--- src/rtl/effect_chain_scheduler.sv ---
// rtl/effect_chain_scheduler.sv - routes each stereo frame through the enabled effect slots, one slot at a time.
// Define EFF_WATCHDOG_EN to bypass a slot that stays silent for TIMEOUT cycles.
module effect_chain_scheduler #(
  parameter int D_WIDTH     = 24,
  parameter int MEM_D_WIDTH = 16,
  parameter int N_EFF       = 2,
  parameter int TIMEOUT     = 255
) (
  input  logic                         clk,
  input  logic                         reset,
  input  logic [N_EFF-1:0]             i_sw,
  input  logic [D_WIDTH-1:0]           i_l_data,
  input  logic [D_WIDTH-1:0]           i_r_data,
  input  logic                         i_dv,
  output logic [MEM_D_WIDTH-1:0]       o_eff_data,
  output logic [N_EFF-1:0]             o_eff_sel,
  output logic                         o_eff_dv,
  input  logic [N_EFF*MEM_D_WIDTH-1:0] i_eff_data,
  input  logic [N_EFF-1:0]             i_eff_dv,
  output logic [D_WIDTH-1:0]           o_l_data_tx,
  output logic [D_WIDTH-1:0]           o_r_data_tx,
  output logic                         o_tx_dv,
  output logic                         o_busy,
  output logic                         o_overrun,
  output logic                         o_timeout
);

  localparam int IDX_W = $clog2(N_EFF + 1);
  localparam int PAD_W = D_WIDTH - MEM_D_WIDTH;

  localparam logic [2:0] S_IDLE   = 3'd0;
  localparam logic [2:0] S_SCAN   = 3'd1;
  localparam logic [2:0] S_ISSUE  = 3'd2;
  localparam logic [2:0] S_WAIT   = 3'd3;
  localparam logic [2:0] S_COMMIT = 3'd4;

  logic [2:0]             r_state;
  logic [IDX_W-1:0]       r_idx;
  logic                   r_ch;
  logic [N_EFF-1:0]       r_en;
  logic [MEM_D_WIDTH-1:0] r_sample;
  logic [MEM_D_WIDTH-1:0] r_r_in;
  logic [MEM_D_WIDTH-1:0] r_l_res;
  logic [MEM_D_WIDTH-1:0] r_eff_data;
  logic [N_EFF-1:0]       r_eff_sel;
  logic                   r_eff_dv;
  logic [D_WIDTH-1:0]     r_l_tx;
  logic [D_WIDTH-1:0]     r_r_tx;
  logic                   r_tx_dv;
  logic                   r_overrun;

  logic                   w_idx_end;
  logic                   w_en_cur;
  logic                   w_rsp_dv;
  logic [MEM_D_WIDTH-1:0] w_rsp_data;
  logic [N_EFF-1:0]       w_sel;
  logic                   w_unused_pad;

`ifdef EFF_WATCHDOG_EN
  localparam int WD_W = $clog2(TIMEOUT + 1);
  logic [WD_W-1:0]        r_wd_cnt;
  logic                   r_timeout;
  logic                   w_wd_expired;

  assign w_wd_expired = (r_wd_cnt == WD_W'(TIMEOUT - 1));
  assign o_timeout    = r_timeout;
`else
  logic                   w_unused_timeout;

  assign w_unused_timeout = (TIMEOUT == 0);
  assign o_timeout        = 1'b0;
`endif

  // Only the upper MEM_D_WIDTH bits of each sample ever reach an effect.
  assign w_unused_pad = ^{i_l_data[PAD_W-1:0], i_r_data[PAD_W-1:0]};
  assign w_idx_end    = (r_idx == IDX_W'(N_EFF));

  always_comb begin
    w_en_cur   = 1'b0;
    w_rsp_dv   = 1'b0;
    w_rsp_data = '0;
    w_sel      = '0;
    for (int k = 0; k < N_EFF; k++) begin
      if (r_idx == IDX_W'(k)) begin
        w_en_cur   = r_en[k];
        w_rsp_dv   = i_eff_dv[k];
        w_rsp_data = i_eff_data[k*MEM_D_WIDTH +: MEM_D_WIDTH];
        w_sel[k]   = 1'b1;
      end
    end
  end

  always_ff @(posedge clk or posedge reset) begin
    if (reset) begin
      r_state    <= S_IDLE;
      r_idx      <= '0;
      r_ch       <= 1'b0;
      r_en       <= '0;
      r_sample   <= '0;
      r_r_in     <= '0;
      r_l_res    <= '0;
      r_eff_data <= '0;
      r_eff_sel  <= '0;
      r_eff_dv   <= 1'b0;
      r_l_tx     <= '0;
      r_r_tx     <= '0;
      r_tx_dv    <= 1'b0;
      r_overrun  <= 1'b0;
`ifdef EFF_WATCHDOG_EN
      r_wd_cnt   <= '0;
      r_timeout  <= 1'b0;
`endif
    end else begin
      r_eff_dv  <= 1'b0;
      r_eff_sel <= '0;
      r_tx_dv   <= 1'b0;
      r_overrun <= i_dv && (r_state != S_IDLE);
      case (r_state)
        S_IDLE: begin
          if (i_dv) begin
            r_sample <= i_l_data[D_WIDTH-1 -: MEM_D_WIDTH];
            r_r_in   <= i_r_data[D_WIDTH-1 -: MEM_D_WIDTH];
            r_en     <= i_sw;
            r_ch     <= 1'b0;
            r_idx    <= '0;
            r_state  <= S_SCAN;
          end
        end
        S_SCAN: begin
          if (w_idx_end) begin
            if (!r_ch) begin
              r_l_res  <= r_sample;
              r_sample <= r_r_in;
              r_ch     <= 1'b1;
              r_idx    <= '0;
            end else begin
              r_state <= S_COMMIT;
            end
          end else if (w_en_cur) begin
            // Request outputs are registered so they are high exactly during ISSUE.
            r_eff_dv   <= 1'b1;
            r_eff_data <= r_sample;
            r_eff_sel  <= w_sel;
            r_state    <= S_ISSUE;
          end else begin
            r_idx <= r_idx + IDX_W'(1);
          end
        end
        S_ISSUE: begin
`ifdef EFF_WATCHDOG_EN
          r_wd_cnt <= '0;
`endif
          r_state <= S_WAIT;
        end
        S_WAIT: begin
          if (w_rsp_dv) begin
            r_sample <= w_rsp_data;
            r_idx    <= r_idx + IDX_W'(1);
            r_state  <= S_SCAN;
`ifdef EFF_WATCHDOG_EN
          end else if (w_wd_expired) begin
            r_timeout <= 1'b1;
            r_idx     <= r_idx + IDX_W'(1);
            r_state   <= S_SCAN;
          end else begin
            r_wd_cnt <= r_wd_cnt + WD_W'(1);
`endif
          end
        end
        S_COMMIT: begin
          r_l_tx  <= {r_l_res, {PAD_W{1'b0}}};
          r_r_tx  <= {r_sample, {PAD_W{1'b0}}};
          r_tx_dv <= 1'b1;
          r_state <= S_IDLE;
        end
        default: r_state <= S_IDLE;
      endcase
    end
  end

  assign o_eff_data  = r_eff_data;
  assign o_eff_sel   = r_eff_sel;
  assign o_eff_dv    = r_eff_dv;
  assign o_l_data_tx = r_l_tx;
  assign o_r_data_tx = r_r_tx;
  assign o_tx_dv     = r_tx_dv;
  assign o_busy      = (r_state != S_IDLE);
  assign o_overrun   = r_overrun;

endmodule

--- config.mk ---
export PLATFORM = sky130hd
export DESIGN_NAME = effect_chain_scheduler
export DESIGN_NICKNAME = d
export VERILOG_FILES = /design/src/rtl/effect_chain_scheduler.sv
export SDC_FILE = /design/constraint.sdc
export NUM_CORES = 1
export LEC_CHECK = 0
export CORE_MARGIN = 5
export CORE_UTILIZATION = 39
export DETAILED_ROUTE_END_ITERATION = 7
export MAX_ROUTING_LAYER = met4
export PLACE_DENSITY = 0.7
export SLEW_MARGIN = 25
export SYNTH_ARGS = -nofsm -noshare
export SYNTH_HDL_FRONTEND = slang
export SYNTH_SLANG_ARGS = --single-unit
--- constraint.sdc ---
create_clock -name clk -period 4.7 [get_ports clk]
set_clock_uncertainty 0.1 [all_clocks]
set_input_delay 1.41 -clock clk [delete_from_list [all_inputs] [get_ports clk]]
set_output_delay 1.41 -clock clk [all_outputs]
set_load 0.05 [all_outputs]
==> run metrics, run 1 <==
die width 121 µm; Max Root-Sink Buffers 2; YS warnings 0; most instantiated cells after synthesis dfrtp_1 (109), nand2_1 (76), mux2_2 (71); EDFF count, synth 0; clock network power share 16.9%; initial drt markers 212; Routed WL per cell 17.2 µm; Power per Cell Area 714 mW/mm²; Worst R2R End o_eff_data[1]; Internal 2690 µW; CTS root buf clkbuf_16; Unique masters post-synth 39; Synth top area share 56.5%; part of the power in registers 34.3%; Clock Latency Late Sink 0.34 ns; share of cells above drive strength 1 21.0%; Final Util 53.7%; largest net degree at the start of global routing 58; Tightest Hold Check Type flip-flop to flip-flop; Routed WL 11,800 µm; Hold Crit Depth 2; Die H 121 µm; RSZ-0062 raised after global routing false; top_reg_cell synth dfrtp_1; RePlAce Congestion 0.803; final std cells w/o fill 687; setup TNS 0 ns; crit end category output pin; Setup Fix Bufs, Post-CTS 0; Worst Tran Pin Value 1.02 ns; FF-to-FF setup slack 1.40 ns; final setup fails 0; CTS sink cnt 109; CTS resizes 0; register area 0.00273 mm²; CP Launch Type flip-flop; Syn Std Cell Area 0.00483 mm²; area grow syn2layout 34.1%; Max-Cap Viols 0; final net count 605; number of I/O port buffers 124; hold buffer count at cts 0; Worst VDD drop 0.276 mV; area of the core 0.0121 mm²; vias in the first global route 3,529; Via density 4.97; pre-CTS WS 1.12 ns; initial antenna violation count 0; DRT Pass-1 Iters 5; P_leak 0.00291 µW; first-pass GRT wire length 18,800 µm; remaining routing DRC violations 0; Inst Count DP 671; # diodes 0; synthesized netlist cell count 397; Final min period 3.49 ns; Switch Pwr 1940 µW; Overflow after GRT 0; Synth Area per Inst 12.2 µm²; total CTS buffers 9; Row Count 40; CTS tree done; synthesized flop and latch total 109; CTS clock-pin slew for the worst setup and hold paths 0.07 ns; status finished clean; Worst setup startpoint r_state[0]; Setup WS post-layout 1.21 ns; ANT nets after route 0; Pins Over Slew Limit 0; Gate power share 48.8%; total number of vias 3,411; final worst-path cycle share 74.3%; most frequent cell after synthesis dfrtp_1; Data required, critical path 3.19 ns; worst relative slew slack 31.2%; Die Footprint 0.0147 mm²; Tot Pwr 4630 µW; Sw Share 41.8%; Peak Freq 287 MHz; RR Startpoint r_idx[1]; Synth area leaders dfrtp_1 (56%), mux2_2 (17%), nand2_1 (5.9%); count of final hold-check violations 0; Starting Density 40.0%; worst-case reg-to-reg path depth 6; I/O pin count 158; Synth area leader dfrtp_1; all-layer global routing usage 16.7%; hold_sp r_r_in[0]; # fillers 1,041; H-tree levels 3; CP arrival 1.98 ns; CP max FO 8; Hold Crit Endpoint r_r_in[0]; critical path type flip-flop to output pin; multi-input logic area 0.00190 mm²; ys async rst share 100%; post-DP HPWL 8650 µm; post-synthesis sequential area ratio 56.5%
[logic make-up (layout without fill, tap and decap cells)]
group	Yosys count	in the layout	synth area share [%]
flops	109	109	56.5
compound gates	56	56	7.88
mux	84	84	20.2
fa+ha+maj	4	4	1.04
other cells	1	17	0.0776
buf+inv	46	152	5.65
simple gates	97	97	8.70
[per-layer routing]
layer,vias to the layer above,track usage (%),part of all wire [%]
met5,-,-,0
li1,1588,-,-
met3,23,2.14,4.2
met4,0,4.97,1.8
met1,1699,21.2,44
met2,101,28.1,50
[area by class of cell]
| cell class | instances | area share (%) |
|---|---|---|
| multi-input combinational | 258 | 29.4 |
| clock inverter | 7 | 1.35 |
| sequential | 109 | 42.1 |
| timing repair buffer | 130 | 20.0 |
| inverter | 6 | 0.386 |
| clock buffer | 9 | 3.48 |
| tap | 168 | 3.24 |
[worst max-delay path, cell delays in order, from the launching register on]
cell and delay, ns:
dfrtp_1 0.47, nor3_1 0.31, inv_1 0.13, clkdlybuf4s50_1 0.73
[power groups by stage]
| stage | clock network (µW) | registers (µW) | logic, µW |
|---|---|---|---|
| 2_1_floorplan | 0 | 2090 | 1090 |
| 3_3_place_gp | 0 | 1580 | 2220 |
| 3_5_place_dp | 0 | 1600 | 2270 |
| 4_1_cts | 796 | 1590 | 2280 |
| 5_1_grt | 833 | 1640 | 2420 |
| 6_report | 781 | 1590 | 2260 |
[placed cells by master, fill, tap and decap left out, types with 4 or more instances in the layout]
cell type | Yosys | final
mux2_4 | 9 | 9
mux2i_1 | 4 | 4
inv_1 | 5 | 4
ha_1 | 4 | 4
clkdlybuf4s50_1 | 0 | 124
mux2_2 | 71 | 71
buf_4 | 18 | 5
o21ai_0 | 29 | 29
nand2_1 | 76 | 76
clkbuf_16 | 0 | 9
dfrtp_1 | 109 | 109
a221oi_1 | 15 | 15
conb_1 | 1 | 17
and2_1 | 4 | 4
[worst max-delay path by stage]
stage / end / slack (ns) / cells past startpoint
2_1_floorplan: o_eff_data[0] / 0.32 / 1
3_3_place_gp: r_sample[15] / 1.16 / 5
3_5_place_dp: r_sample[15] / 1.12 / 5
4_1_cts: o_busy / 1.23 / 3
5_1_grt: o_busy / 1.06 / 3
6_report: o_busy / 1.21 / 3
[sequential cells by signal (all words and copies together), names as in the netlist]
name	cells
r_sample	16
o_overrun	1
r_ch	1
r_state	3
o_l_data_tx	16
r_idx	2
o_eff_dv	1
o_eff_data	16
o_eff_sel	2
o_tx_dv	1
r_l_res	16
r_r_in	16
o_r_data_tx	16
r_en	2
[metrics by stage]
| stage | hold WS [ns] | instance area (µm²) |
|---|---|---|
| finish | 0.371 | 6480 |
| global route | 0.396 | 6480 |
| CTS | 0.375 | 6480 |
| detailed placement | 0.357 | 6160 |
| global placement | 0.354 | 6160 |
| floorplan | 0.340 | 4890 |
No activity file was read; power rests on OpenSTA's default activity.
==> run 2, diff against run 1 <==
- clock period: 4.7 -> 3.6 ns (I/O delays scaled with it)
==> run 2 against run 1 <==
Clock-buffer cell count up 2. Final cell count up 0.58%. Setup slack worse by 0.32 ns. Clock power up 18%. Non-clock buffer count up 4. Worst hold slack worse by 0.00085 ns. Sequential cell count unchanged. Critical path depth down 2. Register-to-register slack worse by 0.25 ns.
==> run metrics, run 2 (synthesis gave the netlist of run 1 again) <==
Setup Fix Bufs, Post-CTS 0 (unchanged); setup TNS 0 ns (unchanged); Via density 4.96 (about the same); CTS sink cnt 109 (unchanged); Worst VDD drop 0.294 mV (+6.3%); Routed WL 11,800 µm (about the same); ANT nets after route 0 (unchanged); Setup WS post-layout 0.890 ns (-0.319 ns); register area 0.00273 mm² (unchanged); Internal 3480 µW (+29%); Starting Density 40.0% (unchanged); CP Launch Type flip-flop; part of the power in registers 34.8% (+0.5 points); final setup fails 0 (unchanged); Die H 121 µm (unchanged); crit end category output pin; Peak Freq 369 MHz; hold buffer count at cts 0 (unchanged); Clock Latency Late Sink 0.34 ns (about the same); CTS resizes 0 (unchanged); DRT Pass-1 Iters 4 (-1); initial drt markers 235 (+11%); Tightest Hold Check Type flip-flop to flip-flop; commonest non-fill, non-tap cells in the layout clkdlybuf4s50_1 (123), dfrtp_1 (109), nand2_1 (76), mux2_2 (71), o21ai_0 (29); H-tree levels 3 (unchanged); CTS tree done; area grow syn2layout 34.3%; Pins Over Slew Limit 0 (unchanged); CP delay by family, top buffers and inverters; # fillers 1,054 (+1.2%); total number of vias 3,429 (+0.53%); first-pass GRT wire length 19,200 µm (+2.0%); Worst Tran Pin Value 0.950 ns (-0.0731 ns); Final min period 2.71 ns; pre-CTS WS 0.592 ns (-0.531 ns); number of I/O port buffers 124 (unchanged); worst relative slew slack 36.6% (+5.4 points); final worst-path cycle share 75.3%; Power per Cell Area 921 mW/mm² (+29%); crit-path max cell delay 0.83 ns (+0.10 ns); status finished clean; I/O pin count 158 (unchanged); largest net degree at the start of global routing 110 (+90%); Switch Pwr 2490 µW (+29%); Inst Count DP 675 (+0.60%); RePlAce Congestion 0.876 (+9.2%); Gate power share 49.8% (+1.0 points); Sw Share 41.7% (-0.086 points); placed cell areas 0.00620 mm² (+0.67%); Data required, critical path 2.42 ns (-0.77 ns); post-DP HPWL 8610 µm (-0.40%); final net count 609 (+0.66%); finished layout cell area 0.00649 mm² (+0.12%); Row Count 40 (unchanged); all-layer global routing usage 17.1% (+0.38 points); CP max FO 2 (-6); # diodes 0 (unchanged); multi-input logic area 0.00190 mm² (unchanged); Routed WL per cell 17.1 µm (-0.57%); clock network power share 15.4% (-1.5 points); remaining routing DRC violations 0 (unchanged); critical path type flip-flop to output pin; share of cells above drive strength 1 21.6% (+0.60 points); critical path cell sequence clkdlybuf4s50_1; sum of buffers and inverters on the critical path 1 (-1); Min Hold Slack 0.370 ns (-0.000852 ns); die width 121 µm (unchanged); final std cells w/o fill 691 (+0.58%); Max Root-Sink Buffers 2 (unchanged); Max-Cap Viols 0 (unchanged); total CTS buffers 9 (unchanged); commonest non-fill, non-tap cell in the layout clkdlybuf4s50_1; slowest stage cell, crit path clkdlybuf4s50_1; RSZ-0062 raised after global routing false; CTS root buf clkbuf_16; Overflow after GRT 0 (unchanged); initial antenna violation count 0 (unchanged); area of the core 0.0121 mm² (unchanged); vias in the first global route 3,675 (+4.1%); P_leak 0.00292 µW (+0.11%); count of final hold-check violations 0 (unchanged); CTS clock-pin slew for the worst setup and hold paths 0.07 ns (about the same); Die Footprint 0.0147 mm² (unchanged); CP arrival 1.53 ns (-0.45 ns)
[run 2: path summary, 6_finish.rpt]
path / startpoint / to / slack [ns] / cells past startpoint
min in group asynchronous: reset / o_eff_data[6] / 1.14 / 3
worst max register to register: r_idx[1] / o_eff_data[2] / 1.15 / 9
max in group asynchronous: reset / o_l_data_tx[23] / 1.82 / 3
worst min-delay path: r_r_in[8] / r_r_in[8] / 0.37 / 2
worst max-delay path: o_eff_data[4] / o_eff_data[4] / 0.89 / 1
worst min register to register: r_r_in[8] / r_r_in[8] / 0.37 / 2
[run 2: power groups by stage]
stage / sequential (µW) / clock [µW] / combinational (µW)
final: 2080 / 923 / 2970
after detailed placement: 2100 / 0 / 2990
after floorplan: 2730 / 0 / 1420
after global placement: 2070 / 0 / 2930
after CTS: 2080 / 941 / 3000
after global routing: 2140 / 991 / 3190
[run 2: area by class of cell]
cell class                 instances  share of cell area, %
clock inverter                     5                  0.559
tap                              168                   3.24
timing repair buffer             134                   20.6
clock buffer                      11                   3.74
sequential                       109                   42.1
inverter                           6                  0.405
multi-input combinational        258                   29.4
[run 2: routing by layer]
metal	track usage (%)	routed length, µm	vias to the layer above
met5	-	0	-
met4	6.37	255	0
met3	2.47	617	21
met2	27.9	5810	102
met1	21.7	5160	1713
li1	-	-	1593
[run 2: per-stage QoR]
| step | util [%] | total power, µW |
|---|---|---|
| final | 53.8 | 5970 |
| after global routing | 53.8 | 6320 |
| after CTS | 53.8 | 6010 |
| after detailed placement | 51.4 | 5080 |
| after global placement | 51.4 | 5000 |
| after floorplan | - | 4150 |
